### src/rtl/alu_arbiter.sv
// Two-requester round-robin front end for a shared combinational ALU.
// One transaction in flight: accept in IDLE, one EXEC cycle, then hold the response in RESP.
module alu_arbiter #(
    parameter bit BAD_OP_ERR = 1'b1
) (
    input  logic        clk,
    input  logic        rst_n,
    input  logic        req0_valid,
    output logic        req0_ready,
    input  logic [2:0]  req0_op,
    input  logic [15:0] req0_a,
    input  logic [15:0] req0_b,
    input  logic        req1_valid,
    output logic        req1_ready,
    input  logic [2:0]  req1_op,
    input  logic [15:0] req1_a,
    input  logic [15:0] req1_b,
    output logic        rsp0_valid,
    input  logic        rsp0_ready,
    output logic        rsp1_valid,
    input  logic        rsp1_ready,
    output logic [15:0] rsp_result,
    output logic        rsp_err,
    output logic [15:0] alu_a,
    output logic [15:0] alu_b,
    output logic [2:0]  alu_op,
    input  logic [15:0] alu_result,
    output logic        busy
);

    localparam int unsigned DW = 16;
    localparam int unsigned OW = 3;
    localparam logic [OW-1:0] OP_MAX = 3'b100;

    typedef enum logic [1:0] {
        IDLE = 2'd0,
        EXEC = 2'd1,
        RESP = 2'd2
    } state_e;

    state_e          state_q, state_d;
    logic            last_grant_q, last_grant_d;
    logic            grant_q, grant_d;
    logic [OW-1:0]   op_q, op_d;
    logic [DW-1:0]   a_q, a_d;
    logic [DW-1:0]   b_q, b_d;
    logic [DW-1:0]   result_q, result_d;
    logic            err_q, err_d;
    logic            rsp0_valid_q, rsp0_valid_d;
    logic            rsp1_valid_q, rsp1_valid_d;
    logic            busy_q, busy_d;

    logic            req_any_c;
    logic            gnt_id_c;
    logic            accept_c;
    logic            rsp_hs_c;
    logic            bad_op_c;

    // Round-robin pick: a lone requester wins, a tie goes away from last_grant.
    always_comb begin
        req_any_c = req0_valid | req1_valid;
        gnt_id_c  = (req0_valid & req1_valid) ? ~last_grant_q : req1_valid;
        accept_c  = (state_q == IDLE) & req_any_c;
        rsp_hs_c  = (state_q == RESP) &
                    (grant_q ? (rsp1_valid_q & rsp1_ready) : (rsp0_valid_q & rsp0_ready));
        bad_op_c  = BAD_OP_ERR & (op_q > OP_MAX);
    end

    always_ff @(posedge clk or negedge rst_n) begin
        if (!rst_n) begin
            state_q <= IDLE;
        end else begin
            state_q <= state_d;
        end
    end

    always_comb begin
        state_d = state_q;
        case (state_q)
            IDLE:    if (accept_c) state_d = EXEC;
            EXEC:    state_d = RESP;
            RESP:    if (rsp_hs_c) state_d = IDLE;
            default: state_d = IDLE;
        endcase
    end

    always_comb begin
        req0_ready   = accept_c & ~gnt_id_c;
        req1_ready   = accept_c & gnt_id_c;
        last_grant_d = last_grant_q;
        grant_d      = grant_q;
        op_d         = op_q;
        a_d          = a_q;
        b_d          = b_q;
        result_d     = result_q;
        err_d        = err_q;
        rsp0_valid_d = 1'b0;
        rsp1_valid_d = 1'b0;
        busy_d       = (state_d != IDLE);
        case (state_q)
            IDLE: begin
                if (accept_c) begin
                    grant_d = gnt_id_c;
                    op_d    = gnt_id_c ? req1_op : req0_op;
                    a_d     = gnt_id_c ? req1_a  : req0_a;
                    b_d     = gnt_id_c ? req1_b  : req0_b;
                end
            end
            EXEC: begin
                result_d = bad_op_c ? '0 : alu_result;
                err_d    = bad_op_c;
            end
            RESP: begin
                // Valid rises one cycle into RESP and drops on the handshake edge.
                rsp0_valid_d = ~grant_q & ~rsp_hs_c;
                rsp1_valid_d = grant_q & ~rsp_hs_c;
                if (rsp_hs_c) last_grant_d = grant_q;
            end
            default: ;
        endcase
    end

    always_ff @(posedge clk or negedge rst_n) begin
        if (!rst_n) begin
            last_grant_q <= 1'b1;
            grant_q      <= 1'b0;
            op_q         <= '0;
            a_q          <= '0;
            b_q          <= '0;
            result_q     <= '0;
            err_q        <= 1'b0;
            rsp0_valid_q <= 1'b0;
            rsp1_valid_q <= 1'b0;
            busy_q       <= 1'b0;
        end else begin
            last_grant_q <= last_grant_d;
            grant_q      <= grant_d;
            op_q         <= op_d;
            a_q          <= a_d;
            b_q          <= b_d;
            result_q     <= result_d;
            err_q        <= err_d;
            rsp0_valid_q <= rsp0_valid_d;
            rsp1_valid_q <= rsp1_valid_d;
            busy_q       <= busy_d;
        end
    end

    assign alu_op     = op_q;
    assign alu_a      = a_q;
    assign alu_b      = b_q;
    assign rsp_result = result_q;
    assign rsp_err    = err_q;
    assign rsp0_valid = rsp0_valid_q;
    assign rsp1_valid = rsp1_valid_q;
    assign busy       = busy_q;

endmodule

### config.mk
export PLATFORM = sky130hd
export DESIGN_NAME = alu_arbiter
export DESIGN_NICKNAME = d
export VERILOG_FILES = /design/src/rtl/alu_arbiter.sv
export SDC_FILE = /design/constraint.sdc
export NUM_CORES = 1
export LEC_CHECK = 0
export ABC_AREA = 1
export BUFFER_PORTS_ARGS = -buffer_cell sky130_fd_sc_hd__buf_2
export CELL_PAD_IN_SITES_DETAIL_PLACEMENT = 1
export CELL_PAD_IN_SITES_GLOBAL_PLACEMENT = 2
export CORE_ASPECT_RATIO = 1.25
export CORE_UTILIZATION = 25
export CTS_BUF_LIST = sky130_fd_sc_hd__clkbuf_4 sky130_fd_sc_hd__clkbuf_8 sky130_fd_sc_hd__clkbuf_16
export DETAILED_ROUTE_END_ITERATION = 8
export GPL_TIMING_DRIVEN = 0
export PLACE_DENSITY_LB_ADDON = 0.1
export SLEW_MARGIN = 40
export SYNTH_ARGS = -nofsm -noshare
export SYNTH_HDL_FRONTEND = slang
export SYNTH_SLANG_ARGS = --single-unit
### constraint.sdc
create_clock -name clk -period 1.95 [get_ports clk]
set_clock_uncertainty 0.2 [all_clocks]
set_input_delay 0.2925 -clock clk [delete_from_list [all_inputs] [get_ports clk]]
set_output_delay 0.2925 -clock clk [all_outputs]
set_load 0.005 [all_outputs]
==> flow_metrics.env, run 1 <==
export IMPL_port_buffers=148
export IMPL_post_place_ws_ns=0.189
export IMPL_clkLatencyLatePin_ns=0.32
export IMPL_clockBufferDepth=2
export IMPL_final_nets=635
export IMPL_tightest_slew_ns=0.462
export IMPL_dpl_hpwl_mm=6.65
export IMPL_drt_vias_per_instance=4.37
export IMPL_post_route_min_period_ns=1.87
export IMPL_fin_hold_ws_ns=0.00627
export IMPL_die_h_um=120
export IMPL_hold_start="alu_result[14]"
export IMPL_syn_area_mm2=0.00280
export IMPL_rr_startpoint="last_grant_q"
export IMPL_drive_gt1_frac=0.359
export IMPL_cts_sinks=59
export IMPL_start_util=0.261
export IMPL_cp_arrival_ns=1.38
export IMPL_routed_wl_mm=9.23
export IMPL_wirelength_met1_mm=4.16
export IMPL_hold_viol=0
export IMPL_crit_family="flip-flops"
export IMPL_worst_path_buf_inv=2
export IMPL_ioPinCount=149
export IMPL_grt_overflow=0
export IMPL_synth_nets=460
export IMPL_worstPathMaxFanout=10
export IMPL_cpMaxStageDelayCell="dfstp_2"
export IMPL_setup_worst_path_start_class="register"
export IMPL_crit_start="last_grant_q"
export IMPL_maxUsedRoutingLayer="met4"
export IMPL_ys_seq_elements=59
export IMPL_relSlewSlack=0.691
export IMPL_power_density_mw_per_mm2=1450
export IMPL_rows=42
export IMPL_wl_per_cell_um=13.6
export IMPL_grt_max_degree=38
export IMPL_areaGrowthSynthToFinish_pct=49.8
export IMPL_drtIter0Drc=42
export IMPL_cts_tree="yes"
export IMPL_peakVddDrop_mv=0.407
export IMPL_antenna_found_initial=0
export IMPL_first_pass_iters=4
export IMPL_cp_slowest_stage_delay_ns=0.58
export IMPL_grt_pass1_vias=3015
export IMPL_yosysUniqueCellTypes=18
export IMPL_clk_pin_slew_ns=0.05
export IMPL_root_buffer="clkbuf_16"
export IMPL_syn_instance_count=368
export IMPL_end_kind="output pin"
export IMPL_period_share=0.961
export IMPL_routabilityCongestion=0.730
export IMPL_cap_viol_max_count=0
export IMPL_yosysTopAreaCell="dfrtp_1"
export IMPL_design_area_mm2=0.00419
export IMPL_htree_levels=3
export IMPL_fp_dieW_um=96.6
export IMPL_rsz0062_at_grt="false"
export IMPL_tns_ns=0
export IMPL_wl_met2_mm=4.47
export IMPL_fin_ws_ns=0.0764
export IMPL_placed_cell_area_mm2=0.00373
export IMPL_setup_violations_final=0
export IMPL_outcome="completed"
export IMPL_grt_use_total=0.166
export IMPL_coreArea_mm2=0.0107
export IMPL_numCtsBuffers=9
export IMPL_met3_length_um=425
export IMPL_synth_top_area_frac=0.519
export IMPL_crit_path_cell_trace="nand2_8 -> nand2_4 -> buf_8 -> nor2_1 -> buf_2"
export IMPL_vias=2974
export IMPL_yosys_warnings=0
export IMPL_synth_avg_cell_area_um2=7.61
export IMPL_min_path_type="input port to register"
export IMPL_maxSlewViolCount=0
export IMPL_grt_pass1_wl_mm=15.2
export IMPL_drc=0
export IMPL_postRouteAntennaNets=0
export IMPL_dieArea_mm2=0.0116
export IMPL_ys_seq_area_frac=0.528
export IMPL_fmax_ghz=0.534
export IMPL_criticalPathCategory="register to output pin"
export IMPL_synth_area_leaders="dfrtp_1 (52%), nand2_1 (29%), nand3_1 (9.7%)"
export IMPL_worstPathRequired_ns=1.46
export IMPL_leakagePower_nw=2.49
export IMPL_antenna_cells=0
## synthesized netlist by cell type
| library cell | instances |
|---|---|
| nand2_1 | 216 |
| dfrtp_1 | 58 |
| nand3_1 | 54 |
| buf_2 | 12 |
| buf_4 | 5 |
| nor2_1 | 4 |
| buf_6 | 3 |
| inv_1 | 3 |
| inv_2 | 2 |
| o21ai_1 | 2 |
| o21ai_2 | 2 |
| a21oi_1 | 1 |
| dfstp_2 | 1 |
| inv_4 | 1 |
| nand2_2 | 1 |
| nand2_4 | 1 |
| nand3b_1 | 1 |
| nor2_4 | 1 |
## registers in the layout, summed over array words and instances (netlist names)
signal,flops
last_grant_q,1
alu_b,16
grant_q,1
busy,1
alu_a,16
rsp0_valid,1
alu_op,3
rsp_err,1
rsp1_valid,1
rsp_result,16
state_q,2
## cell families after synthesis
kind of cell           synth area share
buffers and inverters            0.0559
DFF                               0.528
and+or+nand+nor                   0.405
AOI/OAI and AO/OA                0.0116
## path summary, 6_finish.rpt
kind                            cells after the start  slack (ns)              to
worst max register to register                      8        0.36        alu_b[4]
worst min register to register                      2        0.27        alu_b[8]
worst max-delay path                                5        0.08      req1_ready
min in group asynchronous                           2        0.21   rsp_result[3]
worst min-delay path                                3       0.006  rsp_result[14]
max in group asynchronous                           3        0.83        alu_b[3]
## report_power, final
group          switching [mW]  internal [mW]
logic                    1.39           1.03
clock network           0.542          0.967
registers               0.323           1.81
total                    2.26           3.80
## cell type report
| type | count | area, um^2 |
|---|---|---|
| clock inverter | 2 | 10.0 |
| sequential | 59 | 1480 |
| fill | 1397 | 6530 |
| tap | 132 | 165 |
| timing repair buffer | 165 | 916 |
| inverter | 6 | 25.0 |
| buffer | 19 | 136 |
| multi-input combinational | 283 | 1190 |
| clock buffer | 14 | 275 |
## per-layer routing
layer,track usage,up-vias
met5,0,-
met2,0.277,89
met3,0.0272,12
li1,-,1503
met1,0.210,1370
met4,0.0756,0
## layout by cell type (no fill, tap or decap), types with 2 or more instances in the layout
master / instances
clkbuf_4: 3
buf_2: 157
nand3_1: 54
clkbuf_8: 2
dfrtp_1: 58
clkinv_2: 2
buf_4: 9
nand2_1: 216
inv_1: 3
nor2_1: 3
clkbuf_16: 9
inv_2: 2
dlygate4sd3_1: 13
o21ai_1: 2
buf_6: 3
## metrics by stage
step,cells,util,power [mW]
floorplan,368,-,3.46
global placement,648,0.346,4.50
detailed placement,649,0.348,4.56
CTS,678,0.389,6.16
global route,680,0.391,6.60
finish,680,0.391,6.06
## worst register-to-register path, stage by stage (launching register included)
cell and delay [ns]:
dfstp_2 0.58, nand2_8 0.08, nand2_4 0.09, buf_4 0.19, buf_6 0.17, nand2_1 0.07, nand2_1 0.07, nand2_1 0.05
nand2_1 0.05
## timing repair
item | CTS | global route
hold buffers | 13 | 0
setup buffers | 1 | 2
pin swaps | 3 | 0
setup endpoints to repair | 2 | 2
hold endpoints to repair | 36 | 0
resized for setup | 5 | 2
Note: power is estimated with default switching activity, not from simulation.
==> run 2, diff against run 1 <==
--- a/config.mk
+++ b/config.mk
@@ -7,6 +7,7 @@
 export LEC_CHECK = 0
 export ABC_AREA = 1
 export BUFFER_PORTS_ARGS = -buffer_cell sky130_fd_sc_hd__buf_2
+export CAP_MARGIN = 30
 export CELL_PAD_IN_SITES_DETAIL_PLACEMENT = 1
 export CELL_PAD_IN_SITES_GLOBAL_PLACEMENT = 2
 export CORE_ASPECT_RATIO = 1.25
@@ -14,7 +15,9 @@
 export CTS_BUF_LIST = sky130_fd_sc_hd__clkbuf_4 sky130_fd_sc_hd__clkbuf_8 sky130_fd_sc_hd__clkbuf_16
 export DETAILED_ROUTE_END_ITERATION = 8
 export GPL_TIMING_DRIVEN = 0
+export HOLD_SLACK_MARGIN = 0.08
 export PLACE_DENSITY_LB_ADDON = 0.1
+export REMOVE_ABC_BUFFERS = 1
 export SLEW_MARGIN = 40
 export SYNTH_ARGS = -nofsm -noshare
 export SYNTH_HDL_FRONTEND = slang
==> run 2 against run 1 <==
Via count grew 4.8%. Core utilization grew 2.8 points. Die area did not move. Register-to-register slack got worse by 0.15 ns. Critical path type unchanged. Critical endpoint is now req0_ready. Largest power group unchanged.
==> flow_metrics.env, run 2 (synthesis results as in run 1) <==
export IMPL_setup_violations_final=0
export IMPL_ioPinCount=149
export IMPL_grt_overflow=0
export IMPL_cts_sinks=59
export IMPL_drtIter0Drc=57
export IMPL_clk_pin_slew_ns=0.05
export IMPL_hold_end="alu_a[10]"
export IMPL_worst_r2r_setup_slack_ns=0.21
export IMPL_port_buffers=148
export IMPL_multi_input_area_mm2=0.00122
export IMPL_rsz0062_at_grt="false"
export IMPL_relSlewSlack=0.539
export IMPL_power_density_mw_per_mm2=1370
export IMPL_cap_viol_max_count=0
export IMPL_seqCellArea_mm2=0.00148
export IMPL_wl_per_cell_um=14.2
export IMPL_rows=42
export IMPL_end_kind="output pin"
export IMPL_dpl_hpwl_mm=6.05
export IMPL_fillerInstances=1342
export IMPL_htree_levels=3
export IMPL_antenna_cells=0
export IMPL_fp_dieW_um=96.6
export IMPL_met3_length_um=499
export IMPL_numCtsBuffers=9
export IMPL_routed_wl_mm=9.93
export IMPL_design_area_mm2=0.00449
export IMPL_reg2regPathDepth=7
export IMPL_final_cells=701
export IMPL_root_buffer="clkbuf_16"
export IMPL_die_h_um=120
export IMPL_routabilityCongestion=0.686
export IMPL_start_util=0.261
export IMPL_tightest_slew_ns=0.691
export IMPL_total_power_mw=6.15
export IMPL_dieArea_mm2=0.0116
export IMPL_mostFrequentLayoutCells="nand2_1 (216), buf_2 (146), dfrtp_1 (58)"
export IMPL_fin_ws_ns=0.102
export IMPL_period_share=0.948
export IMPL_rr_endpoint="alu_b[4]"
export IMPL_cp_arrival_ns=1.36
export IMPL_mostFrequentLayoutCell="nand2_1"
export IMPL_clkLatencyLatePin_ns=0.32
export IMPL_wl_met2_mm=4.96
export IMPL_outcome="completed"
export IMPL_post_route_min_period_ns=1.85
export IMPL_maxSlewViolCount=0
export IMPL_first_pass_iters=4
export IMPL_vias=3117
export IMPL_setup_worst_path_start_class="register"
export IMPL_whs_path_depth=5
export IMPL_hold_start="req0_a[10]"
export IMPL_drt_vias_per_instance=4.45
export IMPL_hold_viol=0
export IMPL_peakVddDrop_mv=0.531
export IMPL_rr_startpoint="state_q[0]"
export IMPL_maxUsedRoutingLayer="met4"
export IMPL_criticalPathCategory="register to output pin"
export IMPL_min_path_type="input port to register"
export IMPL_grt_pass1_wl_mm=16.0
export IMPL_drive_gt1_frac=0.325
export IMPL_clockBufferDepth=2
export IMPL_leakagePower_nw=2.59
export IMPL_grt_pass1_vias=3264
export IMPL_post_place_ws_ns=-0.406
export IMPL_antenna_found_initial=0
export IMPL_wirelength_met1_mm=4.35
export IMPL_final_nets=656
export IMPL_drc=0
export IMPL_coreArea_mm2=0.0107
export IMPL_grt_max_degree=40
export IMPL_fin_hold_ws_ns=0.0791
export IMPL_placed_cell_area_mm2=0.00363
export IMPL_areaGrowthSynthToFinish_pct=60.5
export IMPL_postRouteAntennaNets=0
export IMPL_worstPathMaxFanout=19
export IMPL_cts_tree="yes"
export IMPL_dp_cells=631
export IMPL_fmax_ghz=0.541
export IMPL_grt_use_total=0.171
export IMPL_worstPathRequired_ns=1.46
[run 2: cell count changes in the layout (fill, tap and decap cells not counted), moves of 2 or more]
| cell | change |
|---|---|
| buf_2 | -11 |
| buf_4 | -2 |
| clkinv_2 | +2 |
| clkbuf_4 | -3 |
| dlygate4sd3_1 | +33 |
| buf_6 | -3 |
[run 2: layout make-up]
type                       count  share of cell area
inverter                       6             0.00557
clock buffer                  11              0.0563
tap                          132              0.0368
sequential                    59               0.329
clock inverter                 5             0.00613
multi-input combinational    285               0.272
timing repair buffer         203               0.295
[run 2: per-layer routing]
layer	global-route usage	vias up
li1	-	1547
met4	0.0625	0
met1	0.206	1465
met3	0.0341	7
met5	0	-
met2	0.303	98
[run 2: critical path: stages (launching register included)]
cell and delay (ns):
dfstp_2 0.59, nand2_8 0.15, a21oi_1 0.17, buf_2 0.12
[run 2: timing repair]
item                       4_1_cts  5_1_grt
gates cloned                     1        2
gates resized for setup          6        0
hold buffers                    46        0
setup endpoints to repair       38        2
hold endpoints to repair        99        0
pin swaps                        2        1
setup buffers                    1        4
[run 2: worst max-delay path by stage]
stage / start / endpoint / slack [ns] / cells after the start
after floorplan: req1_valid / alu_a[0] / 0.02 / 4
after global placement: req1_valid / alu_a[3] / -1.51 / 5
after detailed placement: req0_valid / req1_ready / -0.41 / 5
after CTS: last_grant_q / req0_ready / 0.008 / 3
after global routing: last_grant_q / req0_ready / 0.03 / 3
final: last_grant_q / req0_ready / 0.10 / 3
[run 2: power by group]
part	total (mW)	internal (mW)	switching [mW]	leakage, nW
logic	2.58	1.10	1.48	1.71
clock network	1.45	0.918	0.534	0.141
registers	2.12	1.81	0.313	0.737
[run 2: through the flow]
step | setup TNS (ns) | utilization
CTS | 0 | 0.413
global placement | -57.96 | 0.333
finish | 0 | 0.419
floorplan | 0 | -
global route | 0 | 0.419
detailed placement | -9.64 | 0.339
